$ cat src/rtl/bus_pkg.sv
// Shared bus definitions: beat width (overridable via `BUS_WIDTH) and default
// packing depth for the width unpacker.
`ifndef BUS_WIDTH
`define BUS_WIDTH 8
`endif

package bus_pkg;
  localparam int BUS_WIDTH     = `BUS_WIDTH;
  localparam int DEFAULT_BEATS = 4;

  typedef logic [BUS_WIDTH-1:0] beat_t;
endpackage

$ cat src/rtl/bus_word_slot.sv
// Word-wide register with a valid flag. It holds its contents unless it is told
// to load or clear; a load takes precedence over a clear.
module bus_word_slot #(
  parameter int W = 8
) (
  input  logic         clk,
  input  logic         rst_n,
  input  logic         load,
  input  logic         load_valid,
  input  logic         clear,
  input  logic [W-1:0] d,
  output logic [W-1:0] q,
  output logic         valid
);

  always_ff @(posedge clk or negedge rst_n) begin
    if (!rst_n) begin
      q     <= '0;
      valid <= 1'b0;
    end else if (load) begin
      q     <= d;
      valid <= load_valid;
    end else if (clear) begin
      q     <= '0;
      valid <= 1'b0;
    end
  end

endmodule

$ cat src/rtl/bus_width_unpacker_rx.sv
// Packs narrow valid/ready beats into wide words of up to BEATS lanes, with an
// accumulator slot feeding an output slot so words stream without bubbles.
module bus_width_unpacker_rx
  import bus_pkg::*;
#(
  parameter int  bus_width = BUS_WIDTH,
  parameter int  BEATS     = DEFAULT_BEATS,
  localparam int CNT_W     = $clog2(BEATS + 1)
) (
  input  logic                       clk,
  input  logic                       rst_n,
  input  logic                       in_valid,
  output logic                       in_ready,
  input  logic [bus_width-1:0]       in_data,
  input  logic                       in_last,
  output logic                       out_valid,
  input  logic                       out_ready,
  output logic [BEATS*bus_width-1:0] out_data,
  output logic [CNT_W-1:0]           out_nbeats,
  output logic                       out_last
);

  localparam int WORD_W = BEATS * bus_width;
  // Slot layout: {last, nbeats, data}; a partial ACC word keeps the metadata at zero.
  localparam int SLOT_W = WORD_W + CNT_W + 1;

  logic [CNT_W-1:0]  count;
  logic              acc_full;
  logic [SLOT_W-1:0] acc_q, acc_d, out_q, out_d, done_word;
  logic [WORD_W-1:0] merged;
  logic              acc_load, acc_load_valid, acc_clear;
  logic              out_load, out_clear;
  logic              in_fire, out_free, complete;

  assign in_ready = !acc_full;
  assign in_fire  = in_valid && !acc_full;
  assign out_free = !out_valid || out_ready;
  assign complete = in_fire && (in_last || (count == CNT_W'(BEATS - 1)));

  always_comb begin
    merged = acc_q[WORD_W-1:0];
    merged[int'(count)*bus_width +: bus_width] = in_data;
    done_word = {in_last, count + CNT_W'(1), merged};
  end

  always_comb begin
    acc_load       = 1'b0;
    acc_load_valid = 1'b0;
    acc_clear      = 1'b0;
    out_load       = 1'b0;
    out_clear      = 1'b0;
    acc_d          = done_word;
    out_d          = done_word;
    if (acc_full) begin
      if (out_free) begin
        out_load  = 1'b1;
        out_d     = acc_q;
        acc_clear = 1'b1;
      end
    end else if (in_fire) begin
      if (complete && out_free) begin
        out_load  = 1'b1;
        acc_clear = 1'b1;
      end else if (complete) begin
        acc_load       = 1'b1;
        acc_load_valid = 1'b1;
      end else begin
        acc_load = 1'b1;
        acc_d    = {1'b0, CNT_W'(0), merged};
      end
    end
    if (!out_load && out_valid && out_ready)
      out_clear = 1'b1;
  end

  always_ff @(posedge clk or negedge rst_n) begin
    if (!rst_n)
      count <= '0;
    else if (in_fire)
      count <= complete ? '0 : count + CNT_W'(1);
  end

  bus_word_slot #(.W(SLOT_W)) u_acc (
    .clk        (clk),
    .rst_n      (rst_n),
    .load       (acc_load),
    .load_valid (acc_load_valid),
    .clear      (acc_clear),
    .d          (acc_d),
    .q          (acc_q),
    .valid      (acc_full)
  );

  bus_word_slot #(.W(SLOT_W)) u_out (
    .clk        (clk),
    .rst_n      (rst_n),
    .load       (out_load),
    .load_valid (1'b1),
    .clear      (out_clear),
    .d          (out_d),
    .q          (out_q),
    .valid      (out_valid)
  );

  assign out_data   = out_q[WORD_W-1:0];
  assign out_nbeats = out_q[WORD_W +: CNT_W];
  assign out_last   = out_q[SLOT_W-1];

endmodule

$ cat config.mk
export PLATFORM = sky130hd
export DESIGN_NAME = bus_width_unpacker_rx
export DESIGN_NICKNAME = d
export VERILOG_FILES = /design/src/rtl/bus_pkg.sv /design/src/rtl/bus_word_slot.sv /design/src/rtl/bus_width_unpacker_rx.sv
export SDC_FILE = /design/constraint.sdc
export NUM_CORES = 1
export LEC_CHECK = 0
export ABC_AREA = 0
export CORE_MARGIN = 4
export CORE_UTILIZATION = 40
export CTS_CLUSTER_SIZE = 30
export DETAILED_ROUTE_END_ITERATION = 10
export PLACE_DENSITY_LB_ADDON = 0.1
export SLEW_MARGIN = 10
export SYNTH_ARGS = -nofsm -noshare
export SYNTH_HDL_FRONTEND = slang
export SYNTH_SLANG_ARGS = --single-unit
export TNS_END_PERCENT = 30
$ cat constraint.sdc
create_clock -name clk -period 2.27 [get_ports clk]
set_input_delay 0.454 -clock clk [delete_from_list [all_inputs] [get_ports clk]]
set_output_delay 0.454 -clock clk [all_outputs]
set_load 0.03 [all_outputs]
# After elaboration in Yosys (flattened, before gate mapping)
# Cells that the tools add are included.
[word_totals]
regBits = 77
[op_classes]
add_sub_neg = 2
eq_ne = 1
shifts = 2
n_mux = 28
reduce_logical = 12
[ops]
columns = ["operator", "n"]
rows = [
  ["2-to-1 mux 36 bit", 10],
  ["negator 6 -> 33 bit", 1],
  ["variable shift 8 x 33 -> 32 bit (first input constant)", 1],
  ["variable part select 8 x 33 -> 32 bit", 1],
  ["bitwise mux 32 bit", 1],
  ["2-to-1 mux 1 bit", 16],
  ["logical AND 1 bit", 5],
  ["nonzero test 2 bit", 2],
  ["adder 3 x 1 -> 3 bit (second input constant)", 1],
  ["== test 3 x 2 -> 1 bit (second input constant)", 1],
  ["logical NOT 1 bit", 3],
  ["2-to-1 mux 3 bit", 1],
  ["logical OR 1 bit", 2],
]

# Longest topological paths before layout
[logic_depth]
ltp_word = 13
mapped_depth = 9
mapped_depth_nobuf = 7

# Hierarchy
# A second synthesis with hierarchy kept.
[unflattened]
hier_cells = 283
hier_area_um2 = 3851.2
[by_module_without_submodules]
columns = ["module", "instances", "cells_per_inst", "area_each_um2", "seq_area_each_um2"]
rows = [
  ["bus_word_slot", 2, 82, 1340.0, 925.9],
  ["bus_width_unpacker_rx", 1, 119, 1171.1, 75.1],
]

# Worst setup path before layout
# No wires, ideal clock.
[synth_path]
path_type = "register to register"
startpoint = "register count[0]"
endpoint = "register u_out.q[6]"
setup_time_ns = 0.132
arrival_time_ns = 2.296
t_required_ns = 2.138
path_slack_ns = -0.158
stages_incl_launch_ff = 9
cell_sequence = "dfrtp_1 -> buf_2 -> inv_1 -> ha_1 -> ha_1 -> or4_4 -> nor3_4 -> mux2i_1 -> o21ai_1"
[synth_between]
elab_chain_cells = 12
[synth_rtl]
columns = ["item", "line", "rtl"]
rows = [
  ["start, declared", "bus_width_unpacker_rx.sv:27", "logic [CNT_W-1:0] count;"],
  ["start signal, assigned", "bus_width_unpacker_rx.sv:80", "count <= complete ? '0 : count + CNT_W'(1);"],
  ["parallel branches: the longest is 12 deep, another holds negator 6 -> 33 bit", "--", ""],
  ["end signal, assigned", "bus_word_slot.sv:18", "q <= '0;"],
  ["end signal, assigned", "bus_word_slot.sv:21", "q <= d;"],
  ["end signal, assigned", "bus_word_slot.sv:24", "q <= '0;"],
  ["end, declared", "bus_word_slot.sv:12", "output logic [W-1:0] q,"],
]
# Several ways; the timed one is not identified.
# A chain may end at the register's enable or synchronous reset.

# Final worst setup path
# Ends and elaborated chain as after synthesis.

==> metrics <==
worst slew pin tran=657 ps; GRT overflow=0; max-cap viol count=0; Finished Core Util=0.524; status=finished clean; CP bufs+invs=2; CTS root buf=clkbuf_8; RSZ-0062 raised after global routing=false; largest area contributor in the netlist=dfrtp_1; Slew Viols, Final=0; Synth Cell Area=3350 µm²; Netlist cell types=35; CP startpoint kind=register; first-pass GRT wire length=13,600 µm; Inserted Clock Buffers=9; PwrDens=836 nW/µm²; Routed Antenna Nets=0; element type at the critical path end=register; most common cell in the synthesized netlist=dfrtp_1; Hold Violations, Final=0; Worst-Skew Late Latency=340 ps; clk sinks=77; Final Non-Filler Cells=479; vias in the first global route=2,585; Placed Area=4070 µm²; Seq cells post-synth=77; TritonRoute pass-1 iters=4; Longest Clk Path Bufs=2; Final Cycle Share=0.966; Routed WL=8170 µm; clk slew on worst S/H paths=80 ps; largest net degree at the start of global routing=42; area delta synth->final=27.9%; DR vias=2,591; static leakage=0.00185 µW; Residual DRC=0; peak supply drop=390 µV; All-Layer GR Usage=0.179; EDFF count, synth=0; reg2reg path depth=8; design area=4280 µm²; Cell Count Post-Placement=464; DR WL/cell=17.1 µm; commonest cells in the netlist=dfrtp_1 (77), nand2_1 (39), a22o_1 (33), nor2_1 (27); Slowest-stage cell, CP=or4_4; CTS tree=built; post-synthesis sequential area ratio=0.576; most common flop cell mapped by yosys=dfrtp_1; filler cell count=764; top cell type's share of synthesized area=0.576; Syn Nets=331; initial antenna violation count=0; chip width=99.5 µm; reg2reg end=u_out.q[6]$_DFFE_PN0P_; worst stage delay on the critical path=460 ps; Worst EP required=2490 ps; skew final=8.84 ps; # IOs=51; Worst EP arrival=2410 ps; hold_buf cts=0; worst reg-to-reg setup slack=80 ps; Max transition margin=0.562; async set-or-reset flop fraction in the synthesized netlist=1.00; Yosys warnings=0; via density per instance=5.41; Crit path depth=8; Rows=33; GPL Wtd Cong=0.818; Crit Path Class=register to register; die area=9900 µm²; Initial Util=0.409; min Tclk post-route=2190 ps; HPWL after DPL=5580 µm; top post-synthesis cells by area=dfrtp_1 (58%), a22o_1 (8.6%), o22ai_1 (4.5%); final-stage net count=388; Critical Path, Cell by Cell=inv_2 -> ha_2 -> ha_4 -> or4_4 -> nor3_4 -> buf_12 -> mux2i_1 -> o21ai_1; antenna fix cells=0; Setup violations, final=0; Core ar.=8180 µm²; H-Tree Depth=3; Synth Instances=314; Die H=99.5 µm; Hold Crit Class=input pin to async pin; drt first-iter violations=155; syn avg cell area=10.7 µm²; Crit Path Max Fanout=8; achievable frequency=456 MHz; reg2reg start=count[0]$_DFFE_PN0P_; layout cells sized above 1=0.118; IO Port Bufs=50; delay-heaviest family, CP=simple AND/OR/NAND/NOR gates
## worst register-to-register path: cells and delay by family, from the launching register on
family	cells	cell delay, ps
and+or+nand+nor	2	700
muxes	1	200
DFF	1	430
adders and majority gates	2	410
buffers and inverters	2	270
AOI/OAI and AO/OA	1	80
## logic make-up after synthesis
family,synth area share
buffers and inverters,0.0336
muxes,0.0269
AOI/OAI and AO/OA,0.233
and+or+nand+nor,0.116
adders and majority gates,0.0150
DFF,0.576
## registers in the layout (all words and copies together), names as in the netlist
name / cells
u_acc.q: 36
u_out.q: 36
count: 3
u_acc.valid: 1
u_out.valid: 1
## per-layer routing
| layer | global-route usage | wire [µm] | share of wire | vias to the layer above |
|---|---|---|---|---|
| li1 | - | - | - | 1263 |
| met1 | 0.266 | 4110 | 0.50 | 1268 |
| met2 | 0.258 | 3630 | 0.44 | 53 |
| met3 | 0.0393 | 349 | 0.043 | 7 |
| met4 | 0.0599 | 77 | 0.0094 | 0 |
| met5 | 0 | 0 | 0 | - |
## layout by cell type, fill, tap and decap left out, drive strengths merged
cell type	n
clkinv	2
a2111o	1
a2bb2oi	3
and4b	1
o21ai	31
or4	1
mux2i	9
a221oi	1
nor4bb	1
inv	8
nand3b	1
nand4bb	1
nor3	3
nor2	27
o31ai	9
bufinv	1
o22ai	24
nor2b	3
dfrtp	77
clkdlybuf4s50	48
buf	19
nand2b	2
o21a	2
nand2	39
or3	1
ha	4
a21oi	8
a21o	1
dlymetal6s2s	1
nor4	1
clkbuf	10
nand4b	1
a22o	33
## area by class of cell
cell class	instances	area, µm²	area share
flip-flops and latches	77	1930	0.450
multi-input cells	208	1340	0.312
inverters	7	26.3	0.00614
repair buffers	68	673	0.157
clock buffers	10	138	0.0321
clock inverters	4	48.8	0.0114
well taps	105	131	0.0307
## report_power, final
group	switching [µW]	internal, µW	total (µW)	leakage [µW]
Clock	486	526	1010	0.0000984
Combinational	572	424	997	0.000693
Sequential	75.2	1490	1570	0.00106
Total	1130	2450	3580	0.00185
## through the flow
stage | hold WS, ps | setup slack (ps) | setup TNS (ps) | power (µW)
CTS | 73.3 | 74.9 | 0 | 3600
detailed placement | 455 | -229 | -4980 | 2580
global placement | 452 | -156 | -3650 | 2580
global route | 88.1 | 16.3 | 0 | 3780
floorplan | 158 | 13.4 | 0 | 2200
finish | 63.1 | 78.0 | 0 | 3580
## how the worst max path moves through the flow
stage,from,to
CTS,count[0]$_DFFE_PN0P_,u_out.q[6]$_DFFE_PN0P_
floorplan,count[0]$_DFFE_PN0P_,u_out.q[6]$_DFFE_PN0P_
detailed placement,out_ready,u_acc.q[31]$_DFFE_PN0P_
global route,count[0]$_DFFE_PN0P_,u_out.q[5]$_DFFE_PN0P_
finish,count[0]$_DFFE_PN0P_,u_out.q[6]$_DFFE_PN0P_
global placement,out_ready,u_acc.q[30]$_DFFE_PN0P_
## repair_timing
action,CTS,global route
gates resized for setup,0,2
buffers inserted,0,1
endpoints found under the setup margin,0,29
(Power assumes the default switching activity.)
